===== src/rtl/bp_fe_pkg.sv =====
// Shared types and constants for the front-end branch history table.
package bp_fe_pkg;

  typedef enum logic {
    ST_INIT  = 1'b0,
    ST_READY = 1'b1
  } bht_state_e;

  // Weakly not-taken: MSB clear, all lower bits set (01 for a 2-bit counter).
  function automatic int unsigned bp_fe_weak_nt(input int unsigned ctr_w);
    return (32'd1 << (ctr_w - 32'd1)) - 32'd1;
  endfunction

endpackage


===== src/rtl/bp_fe_sat_counter.sv =====
// Saturating up/down counter next-state logic for one BHT entry.
module bp_fe_sat_counter #(
  parameter int ctr_width_p = 2
) (
  input  logic [ctr_width_p-1:0] count_i,
  input  logic                   taken_i,
  output logic [ctr_width_p-1:0] count_o
);

  always_comb begin
    count_o = count_i;
    if (taken_i) begin
      if (count_i != '1) count_o = count_i + 1'b1;
    end else begin
      if (count_i != '0) count_o = count_i - 1'b1;
    end
  end

endmodule


===== src/rtl/bp_fe_bht_gshare.sv =====
// Gshare branch history table: speculative global history XOR PC index into
// a table of saturating counters, swept to weak-not-taken after every reset.
module bp_fe_bht_gshare
  import bp_fe_pkg::*;
#(
  parameter int bht_idx_width_p = 6,
  parameter int ghist_width_p   = 4,
  parameter int ctr_width_p     = 2
) (
  input  logic                       clk_i,
  input  logic                       reset_i,
  output logic                       ready_o,
  input  logic                       r_v_i,
  input  logic [bht_idx_width_p-1:0] idx_r_i,
  output logic                       predict_v_o,
  output logic                       predict_taken_o,
  output logic [ghist_width_p-1:0]   predict_ghist_o,
  input  logic                       spec_v_i,
  input  logic                       spec_taken_i,
  input  logic                       w_v_i,
  input  logic [bht_idx_width_p-1:0] idx_w_i,
  input  logic [ghist_width_p-1:0]   w_ghist_i,
  input  logic                       w_taken_i,
  input  logic                       w_mispredict_i
);

  localparam int els_lp = 1 << bht_idx_width_p;
  localparam logic [ctr_width_p-1:0] weak_nt_lp = ctr_width_p'(bp_fe_weak_nt(ctr_width_p));

  bht_state_e                 r_state, w_state_n;
  logic [bht_idx_width_p-1:0] r_init_ptr;
  logic [ctr_width_p-1:0]     r_tbl [els_lp];
  logic [ghist_width_p-1:0]   r_spec_hist;
  logic                       r_pred_v, r_pred_taken;
  logic [ghist_width_p-1:0]   r_pred_ghist;

  logic                       w_init, w_ready, w_rd, w_upd, w_we;
  logic [bht_idx_width_p-1:0] w_ridx, w_uidx, w_widx;
  logic [ctr_width_p-1:0]     w_ctr_next, w_wdata;
  logic [ghist_width_p-1:0]   w_shift_hist, w_restore_hist;

  // ---------------- init FSM ----------------
  always_ff @(posedge clk_i or negedge reset_i) begin
    if (!reset_i) r_state <= ST_INIT;
    else          r_state <= w_state_n;
  end

  always_comb begin
    w_state_n = r_state;
    case (r_state)
      ST_INIT:  if (r_init_ptr == '1) w_state_n = ST_READY;
      ST_READY: w_state_n = ST_READY;
      default:  w_state_n = ST_INIT;
    endcase
  end

  always_ff @(posedge clk_i or negedge reset_i) begin
    if (!reset_i)    r_init_ptr <= '0;
    else if (w_init) r_init_ptr <= r_init_ptr + 1'b1;
  end

  assign w_init  = (r_state == ST_INIT);
  assign w_ready = (r_state == ST_READY);
  assign ready_o = w_ready;

  // ---------------- table ----------------
  assign w_rd   = r_v_i & w_ready;
  assign w_upd  = w_v_i & w_ready;
  assign w_ridx = idx_r_i ^ bht_idx_width_p'(r_spec_hist);
  assign w_uidx = idx_w_i ^ bht_idx_width_p'(w_ghist_i);

  bp_fe_sat_counter #(.ctr_width_p(ctr_width_p)) u_ctr (
    .count_i (r_tbl[w_uidx]),
    .taken_i (w_taken_i),
    .count_o (w_ctr_next)
  );

  // The init sweep owns the single write port until READY.
  assign w_we    = w_init | w_upd;
  assign w_widx  = w_init ? r_init_ptr : w_uidx;
  assign w_wdata = w_init ? weak_nt_lp : w_ctr_next;

  always_ff @(posedge clk_i) begin
    if (w_we) r_tbl[w_widx] <= w_wdata;
  end

  // Read samples the array before this edge's write lands: read-old-data.
  always_ff @(posedge clk_i or negedge reset_i) begin
    if (!reset_i) begin
      r_pred_v     <= 1'b0;
      r_pred_taken <= 1'b0;
      r_pred_ghist <= '0;
    end else begin
      r_pred_v     <= w_rd;
      r_pred_taken <= w_rd ? r_tbl[w_ridx][ctr_width_p-1] : 1'b0;
      r_pred_ghist <= w_rd ? r_spec_hist : '0;
    end
  end

  assign predict_v_o     = r_pred_v;
  assign predict_taken_o = r_pred_taken;
  assign predict_ghist_o = r_pred_ghist;

  // ---------------- speculative history ----------------
  if (ghist_width_p == 1) begin : g_hist1
    assign w_shift_hist   = spec_taken_i;
    assign w_restore_hist = w_taken_i;
  end else begin : g_histn
    assign w_shift_hist   = {r_spec_hist[ghist_width_p-2:0], spec_taken_i};
    assign w_restore_hist = {w_ghist_i[ghist_width_p-2:0], w_taken_i};
  end

  always_ff @(posedge clk_i or negedge reset_i) begin
    if (!reset_i)                   r_spec_hist <= '0;
    else if (w_upd & w_mispredict_i) r_spec_hist <= w_restore_hist;
    else if (spec_v_i & w_ready)    r_spec_hist <= w_shift_hist;
  end

endmodule


===== config.mk =====
export PLATFORM = sky130hd
export DESIGN_NAME = bp_fe_bht_gshare
export DESIGN_NICKNAME = d
export VERILOG_FILES = /design/src/rtl/bp_fe_pkg.sv /design/src/rtl/bp_fe_sat_counter.sv /design/src/rtl/bp_fe_bht_gshare.sv
export SDC_FILE = /design/constraint.sdc
export NUM_CORES = 1
export LEC_CHECK = 0
export BUFFER_PORTS_ARGS = -buffer_cell sky130_fd_sc_hd__clkbuf_2
export CAP_MARGIN = 20
export CORE_MARGIN = 10
export CORE_UTILIZATION = 41
export DETAILED_ROUTE_END_ITERATION = 8
export SLEW_MARGIN = 10
export SYNTH_ARGS = -nofsm -noshare
export SYNTH_HDL_FRONTEND = slang
export SYNTH_SLANG_ARGS = --single-unit
export TNS_END_PERCENT = 30

===== constraint.sdc =====
create_clock -name clk_i -period 9.65 [get_ports clk_i]
set_input_delay 1.93 -clock clk_i [delete_from_list [all_inputs] [get_ports clk_i]]
set_output_delay 1.93 -clock clk_i [all_outputs]
set_load 0.02 [all_outputs]

Yosys cells after proc, flatten, opt, wreduce, memory -nomap -nowiden
Memories as Yosys holds them, arrays and structs flattened.
Index checks and enable logic that the tools add are counted.
- bits in registers: 17
- bits in writable memories: 128
- input port bits: 24
- output and inout bits: 7
- word-level logic and storage cells: 35
- memories: 1
- $add $sub $neg: 3
- eq/ne operators: 2
- multiplexer cells: 13
- bitwise gates (word level): 8
- reduce and logical (&&, ||, !) cells: 2
- memories (memory ; words ; width ; rd ports ; clocked after memory_dff ; write ports ; line ; RTL):
    r_tbl ; 64 ; 2 ; 2 ; 0 ; 1 ; bp_fe_bht_gshare.sv:32 ; logic [ctr_width_p-1:0] r_tbl [els_lp];
- operator list (cell ; number):
    $mux W4 ; 3
    $xor A6 B4 Y6 ; 2
    $mux W2 ; 4
    $add A6 B1 Y6 const B ; 1
    $eq A6 B6 Y1 const B ; 1
    $mux W6 ; 1
    $and A1 B1 Y1 ; 4
    $mux W1 ; 4
    $reduce_bool A2 Y1 ; 2
    $add A2 B1 Y2 const B ; 1
    $ne A2 B2 Y1 const B ; 1
    $pmux W1 S2 ; 1
    $sub A2 B1 Y2 const B ; 1
    $not A1 Y1 ; 1
    $or A1 B1 Y1 ; 1

Depth between registers and ports, before layout
An unclocked memory read counts as a cell.
- depth in word-level cells: 6
- gate-level depth with buffers: 11
- depth with buffers taken out: 8

Modules after synthesis
Synthesis repeated with hierarchy kept, for this count alone.
- cell total of the unflattened synthesis: 431
- area total of the unflattened synthesis: 6736.5 um2
- by module, submodules not included (module ; instances ; cells an instance ; area an instance (um2) ; sequential area each (um2)):
    bp_fe_bht_gshare ; 1 ; 428 ; 6710.2 ; 4269.1
    bp_fe_sat_counter ; 1 ; 3 ; 26.3 ; 0.0

Worst setup path after synthesis
No wires, ideal clock.
- path kind: input-to-reg
- from: in idx_w_i[0]
- to: mem r_tbl[0][0] (data pin)
- setup time: 0.701 ns
- arrival time: 6.328 ns
- required time: 8.949 ns
- path slack: 2.620 ns
- stages: 11
- path buffers: 3
- cells stage by stage: xor2_1 > buf_6 > buf_6 > buf_2 > mux2i_1 > o22ai_1 > o21ai_0 > o21ai_0 > a211oi_1 > a21oi_1 > o21ai_0
- cells in the longest elaborated chain, start to end: 6
- elaborated cells on any way between the ends: 10
- those cells by class: add/sub (2); eq/ne (1); mux (4); bitwise (1); reduce/logical (1); memory (1)
- ends and longest elaborated chain (element ; line ; RTL):
    start, declared ; bp_fe_bht_gshare.sv:21 ; input logic [bht_idx_width_p-1:0] idx_w_i,
    $xor A6 B4 Y6 * ; bp_fe_bht_gshare.sv:70 ; assign w_uidx = idx_w_i ^ bht_idx_width_p'(w_ghist_i);
    $mem_v2 Z64 W2 * ; -- ;
    $sub A2 B1 Y2 (tied with other cells) ; bp_fe_sat_counter.sv:15 ; if (count_i != '0) count_o = count_i - 1'b1;
    $mux W2, on equally long branches ; bp_fe_sat_counter.sv:15, bp_fe_sat_counter.sv:13 ;
    $mux W2 * ; bp_fe_sat_counter.sv:12 ; if (taken_i) begin
    $mux W2 * ; bp_fe_bht_gshare.sv:81 ; assign w_wdata = w_init ? weak_nt_lp : w_ctr_next;
    named net w_wdata[0] ; bp_fe_bht_gshare.sv:39 ; logic [ctr_width_p-1:0] w_ctr_next, w_wdata;
    end, declared ; bp_fe_bht_gshare.sv:32 ;
The timed path passes the listed nets; every way through them passes the cells marked *.

Final worst setup path
- from: in w_ghist_i[0]
- to: mem r_tbl[22][0] (data pin)
- cells in the longest elaborated chain, start to end: 6
- elaborated cells on any way between the ends: 10
- those cells by class: add/sub (2); eq/ne (1); mux (4); bitwise (1); reduce/logical (1); memory (1)
- ends and longest elaborated chain (element ; line ; RTL):
    start, declared ; bp_fe_bht_gshare.sv:22 ; input logic [ghist_width_p-1:0] w_ghist_i,
    $xor A6 B4 Y6 * ; bp_fe_bht_gshare.sv:70 ;
    $mem_v2 Z64 W2 * ; -- ;
    $sub A2 B1 Y2 (tied with other cells) ; bp_fe_sat_counter.sv:15 ;
    $mux W2, on equally long branches ; bp_fe_sat_counter.sv:15, bp_fe_sat_counter.sv:13 ;
    $mux W2 * ; bp_fe_sat_counter.sv:12 ;
    $mux W2 * ; bp_fe_bht_gshare.sv:81 ;
    named net w_wdata[0] ; bp_fe_bht_gshare.sv:39 ;
Marks and branches as above.

==> results.txt <==
* Setup repair after global routing missed its margin: no
- Fraction of registers with async set or reset after synthesis: about an eighth
- Slew margin rel.: between 30 and 40%
- CP cell instances: clkbuf_2, xor2_4, buf_4, mux4_2, a221oi_1, a221oi_1, a211oi_1, a21oi_1, o21ai_4, buf_4
- Leakage dissipation: around 2.4 nW
- Counting distinct cell types in the post-synthesis netlist gives 43.
- Post-CTS setup buffers: 0
- Clock tree synthesis found a total of between 100 and 150 sinks.
- DP Worst Slack: 3710 ps
* Post-cts hold buffer count: 0
- Placed Instances: 701
- The slowest stage of the critical path is the sky130_fd_sc_hd__buf_4 cell.
* Setup-violating endpoint count in the final report: 0
- Maximum fanout along the worst path: between 40 and 50
* Vertical die dimension: 148 um
- Sequential cells account for 48.6% of the total power.
- The congestion estimate from routability-driven global placement came to just under 0.9.
- Once the floorplan was initialized, standard cells occupied between 40% and 50% of the core.
- Clock Path Buffers: 2
* Largest incremental delay on the critical path: roughly 640 ps
- During I/O placement, the number of pins put on the boundary was 31.
- Cell Count, Final, Fillers Out: around 740
* Root Buffer: sky130_fd_sc_hd__clkbuf_16
* Number of diodes: 0
- Kind of capture point of the worst setup path: flop
* Wirelength per Cell: around 23 um
* Wire length after detailed routing: between 15 and 20 mm
* Number of global-route vias before repair: around 4300
* Pre-antenna DRT Iters: 5
* Switching power share of the total: 22.0%
- Width of the die: ~150 um
- Final period utilization: between 50 and 60%
- Synthesis inferred between 100 and 150 register bits.
- Once detailed placement completed, the half-perimeter wirelength came to between 10 and 15 mm.
* Cell area after synthesis: roughly 6700 um^2
- Per report_power, the combinational group accounts for between 6 and 7% of the total.
* Total clock buffers created by CTS: 17
* Clock latency on the worst-skew pair: 430 ps
- Number of endpoints with negative hold slack in the final report: 0
- Standard-cell rows: 46
- STA puts the critical path data required time at around 9900 ps.
- Minimum period implied by the final worst setup slack: around 5500 ps
- Leaving out fill and tap cells, the most frequent cells in the layout are 128 x sky130_fd_sc_hd__edfxtp_1, 75 x sky130_fd_sc_hd__nor2_1, 49 x sky130_fd_sc_hd__nand2_1.
- Number of enable-type register cells in the synthesized netlist: approximately 130
- Post-DRT Antenna Nets: 0
- Power spread over the standard cell area amounts to between 150 and 200 nW/um^2.
* Portion of the post-synthesis area used by sequential elements: a little under two thirds
- Counting the fill cells in the layout gives between 1000 and 1500.
* Count of mapped cells out of synthesis: 472
- Power share of the clock group: 45.1%
- The worst setup path is launched from a primary input.
- First-pass GRT wire length: 25.9 mm
- Total number of vias: 4222
* Status: finished, final reports clean
- After clock tree synthesis, the clock-pin slew on the worst setup and hold paths is approximately 60 ps.
* Area growth syn-to-layout: 14.3%
- Number of max-cap violations: 0
* Full die area: roughly 22000 um^2
- After layout, the worst setup slack is slightly above 4000 ps.
* Detail-routed via count per cell: 5.74
* Max-slew violation count: 0
- Clock skew on the completed layout was measured at 7.60 ps.
* Sum of negative setup slack: 0 ps
- The tightest min-delay check is of the reg2reg type.
- Initial antenna violation count: 0
- Cell internal pwr: 1.08 mW
- Broken down by cell family, the worst path's largest delay share belongs to compound AO/OA/AOI/OAI gates.
- Each instance of the synthesized netlist takes up on average between 10 and 15 um^2.
- The number of gates resized after CTS was 0.
- CTS built an H-tree with a depth of 4.
- Actual transition at the worst max-transition pin: just over 1000 ps
* CTS tree: yes
- Yosys printed 0 warnings.
* Final net count: 531
- The most used flip-flop cell after synthesis is sky130_fd_sc_hd__edfxtp_1.
- STA puts the critical path data arrival time at between 5000 and 6000 ps.
- Total global-route track usage: between 15 and 20%
* DRC marker count from the first detailed-route iteration: roughly 460
- Maximum number of pins on one net before global-route repair: between 60 and 70
* Proportion of layout cells with a drive suffix above 1: about a fifth
- Area of the multi-input gates: about 2400 um^2
* Most common library cell in the layout ignoring fill and taps: sky130_fd_sc_hd__edfxtp_1
- The number of nets in the synthesized netlist is slightly below 500.
* Switching pwr: slightly above 0.3 mW
* GRT Residual Overflow: 0
- In this run the tool buffered the top-level ports with 30 buffer cells.
* Core ar.: around 16000 um^2
- The setup path with the least slack is of type in2reg.
- Achievable Freq: ~0.18 GHz
- For this run, design rule violations remaining after detail routing come to 0.
* Critical path buffer and inverter count: 3
- The sequential cells in the finished layout cover a total of 4270 um^2.
- Across the VDD grid, the largest voltage drop is 0.136 mV.
-- logic make-up (layout without fill, tap and decap cells) --
logic type,Yosys count,in the layout,synth area share [%]
AO/OA/AOI/OAI,57,57,5.25
XOR/XNOR,16,16,2.20
adder cells (fa/ha/maj),2,2,0.335
buffers and inverters,23,70,1.75
flip-flops,145,145,63.5
multiplexers,64,64,16.3
AND/OR/NAND/NOR,165,165,10.7
-- stage by stage --
stage          power, mW  hold WS [ps]  util [%]  cell area, um^2
2_1_floorplan      0.747           488         -             6730
3_3_place_gp       0.772           522      44.4             7110
3_5_place_dp       0.773           539      44.4             7110
4_1_cts             1.39           549      47.9             7660
5_1_grt             1.43           575      48.0             7690
6_report            1.39           545      48.0             7690
-- state kept, by name, summed over array words and instances (netlist names) --
| register | flops |
|---|---|
| r_init_ptr | 6 |
| predict_taken_o | 1 |
| predict_v_o | 1 |
| predict_ghist_o | 4 |
| r_spec_hist | 4 |
| r_tbl | 128 |
| ready_o | 1 |
-- synthesized netlist by cell type, types with 2 or more instances --
master	count	area, um^2
sky130_fd_sc_hd__buf_6	3	33.8
sky130_fd_sc_hd__o211ai_1	2	15.0
sky130_fd_sc_hd__a21oi_1	11	55.1
sky130_fd_sc_hd__xnor2_1	9	78.8
sky130_fd_sc_hd__dfrtp_1	17	425
sky130_fd_sc_hd__nand2_1	49	184
sky130_fd_sc_hd__o22ai_1	12	75.1
sky130_fd_sc_hd__xor2_1	6	52.6
sky130_fd_sc_hd__o21ai_0	17	85.1
sky130_fd_sc_hd__nand4b_1	3	26.3
sky130_fd_sc_hd__clkbuf_1	16	60.1
sky130_fd_sc_hd__and2_1	3	18.8
sky130_fd_sc_hd__buf_4	2	15.0
sky130_fd_sc_hd__nor2_1	75	282
sky130_fd_sc_hd__nand4_1	5	31.3
sky130_fd_sc_hd__a32oi_1	2	17.5
sky130_fd_sc_hd__nor4_1	2	12.5
sky130_fd_sc_hd__nand2b_1	6	37.5
sky130_fd_sc_hd__a211oi_1	3	22.5
sky130_fd_sc_hd__mux4_2	30	676
sky130_fd_sc_hd__and3_1	7	43.8
sky130_fd_sc_hd__or2_2	2	12.5
sky130_fd_sc_hd__edfxtp_1	128	3840
sky130_fd_sc_hd__mux2i_1	28	280
sky130_fd_sc_hd__a221oi_1	3	26.3
sky130_fd_sc_hd__nand3_1	10	50.1
sky130_fd_sc_hd__mux4_1	5	131
-- layer usage --
metal	wire [um]	track usage [%]	up-vias
met3	1060	3.94	22
met2	8120	24.8	160
li1	-	-	1888
met1	7470	20.6	2152
met5	0	0	-
met4	369	6.10	0
-- worst reg2reg max path: cells and delay by family, from the launching register on --
| family | cells | cell delay, ps |
|---|---|---|
| compound gates | 5 | 1680 |
| buf+inv | 1 | 470 |
| mux | 1 | 490 |
| flops | 1 | 360 |
-- path summary, 6_finish.rpt --
path	slack, ps	end	from	depth (start not counted)
setup / recovery	4130	r_tbl[22][0]	w_ghist_i[0]	10
hold / removal	550	r_init_ptr[0]	r_init_ptr[0]	1
setup reg to reg	6390	r_tbl[22][0]	r_tbl[11][0]	7
hold reg to reg	550	r_init_ptr[0]	r_init_ptr[0]	1
max in group asynchronous	7920	predict_taken_o	reset_i	1
min in group asynchronous	1430	ready_o	reset_i	1
-- power by group through the flow --
stage          logic (mW)  clock network [mW]  registers (mW)
3_3_place_gp       0.0856                   0           0.686
5_1_grt            0.0949               0.662           0.673
3_5_place_dp       0.0866                   0           0.686
6_report           0.0873               0.626           0.674
4_1_cts            0.0870               0.631           0.674
2_1_floorplan      0.0601                   0           0.686
-- layout make-up --
cell class	count	area share [%]
well taps	216	3.52
multi-input cells	304	30.9
flip-flops and latches	145	55.5
inverters	1	0.0488
clock buffers	19	5.63
clock inverters	13	1.55
repair buffers	37	2.80
Power figures use the tool's default switching activity.
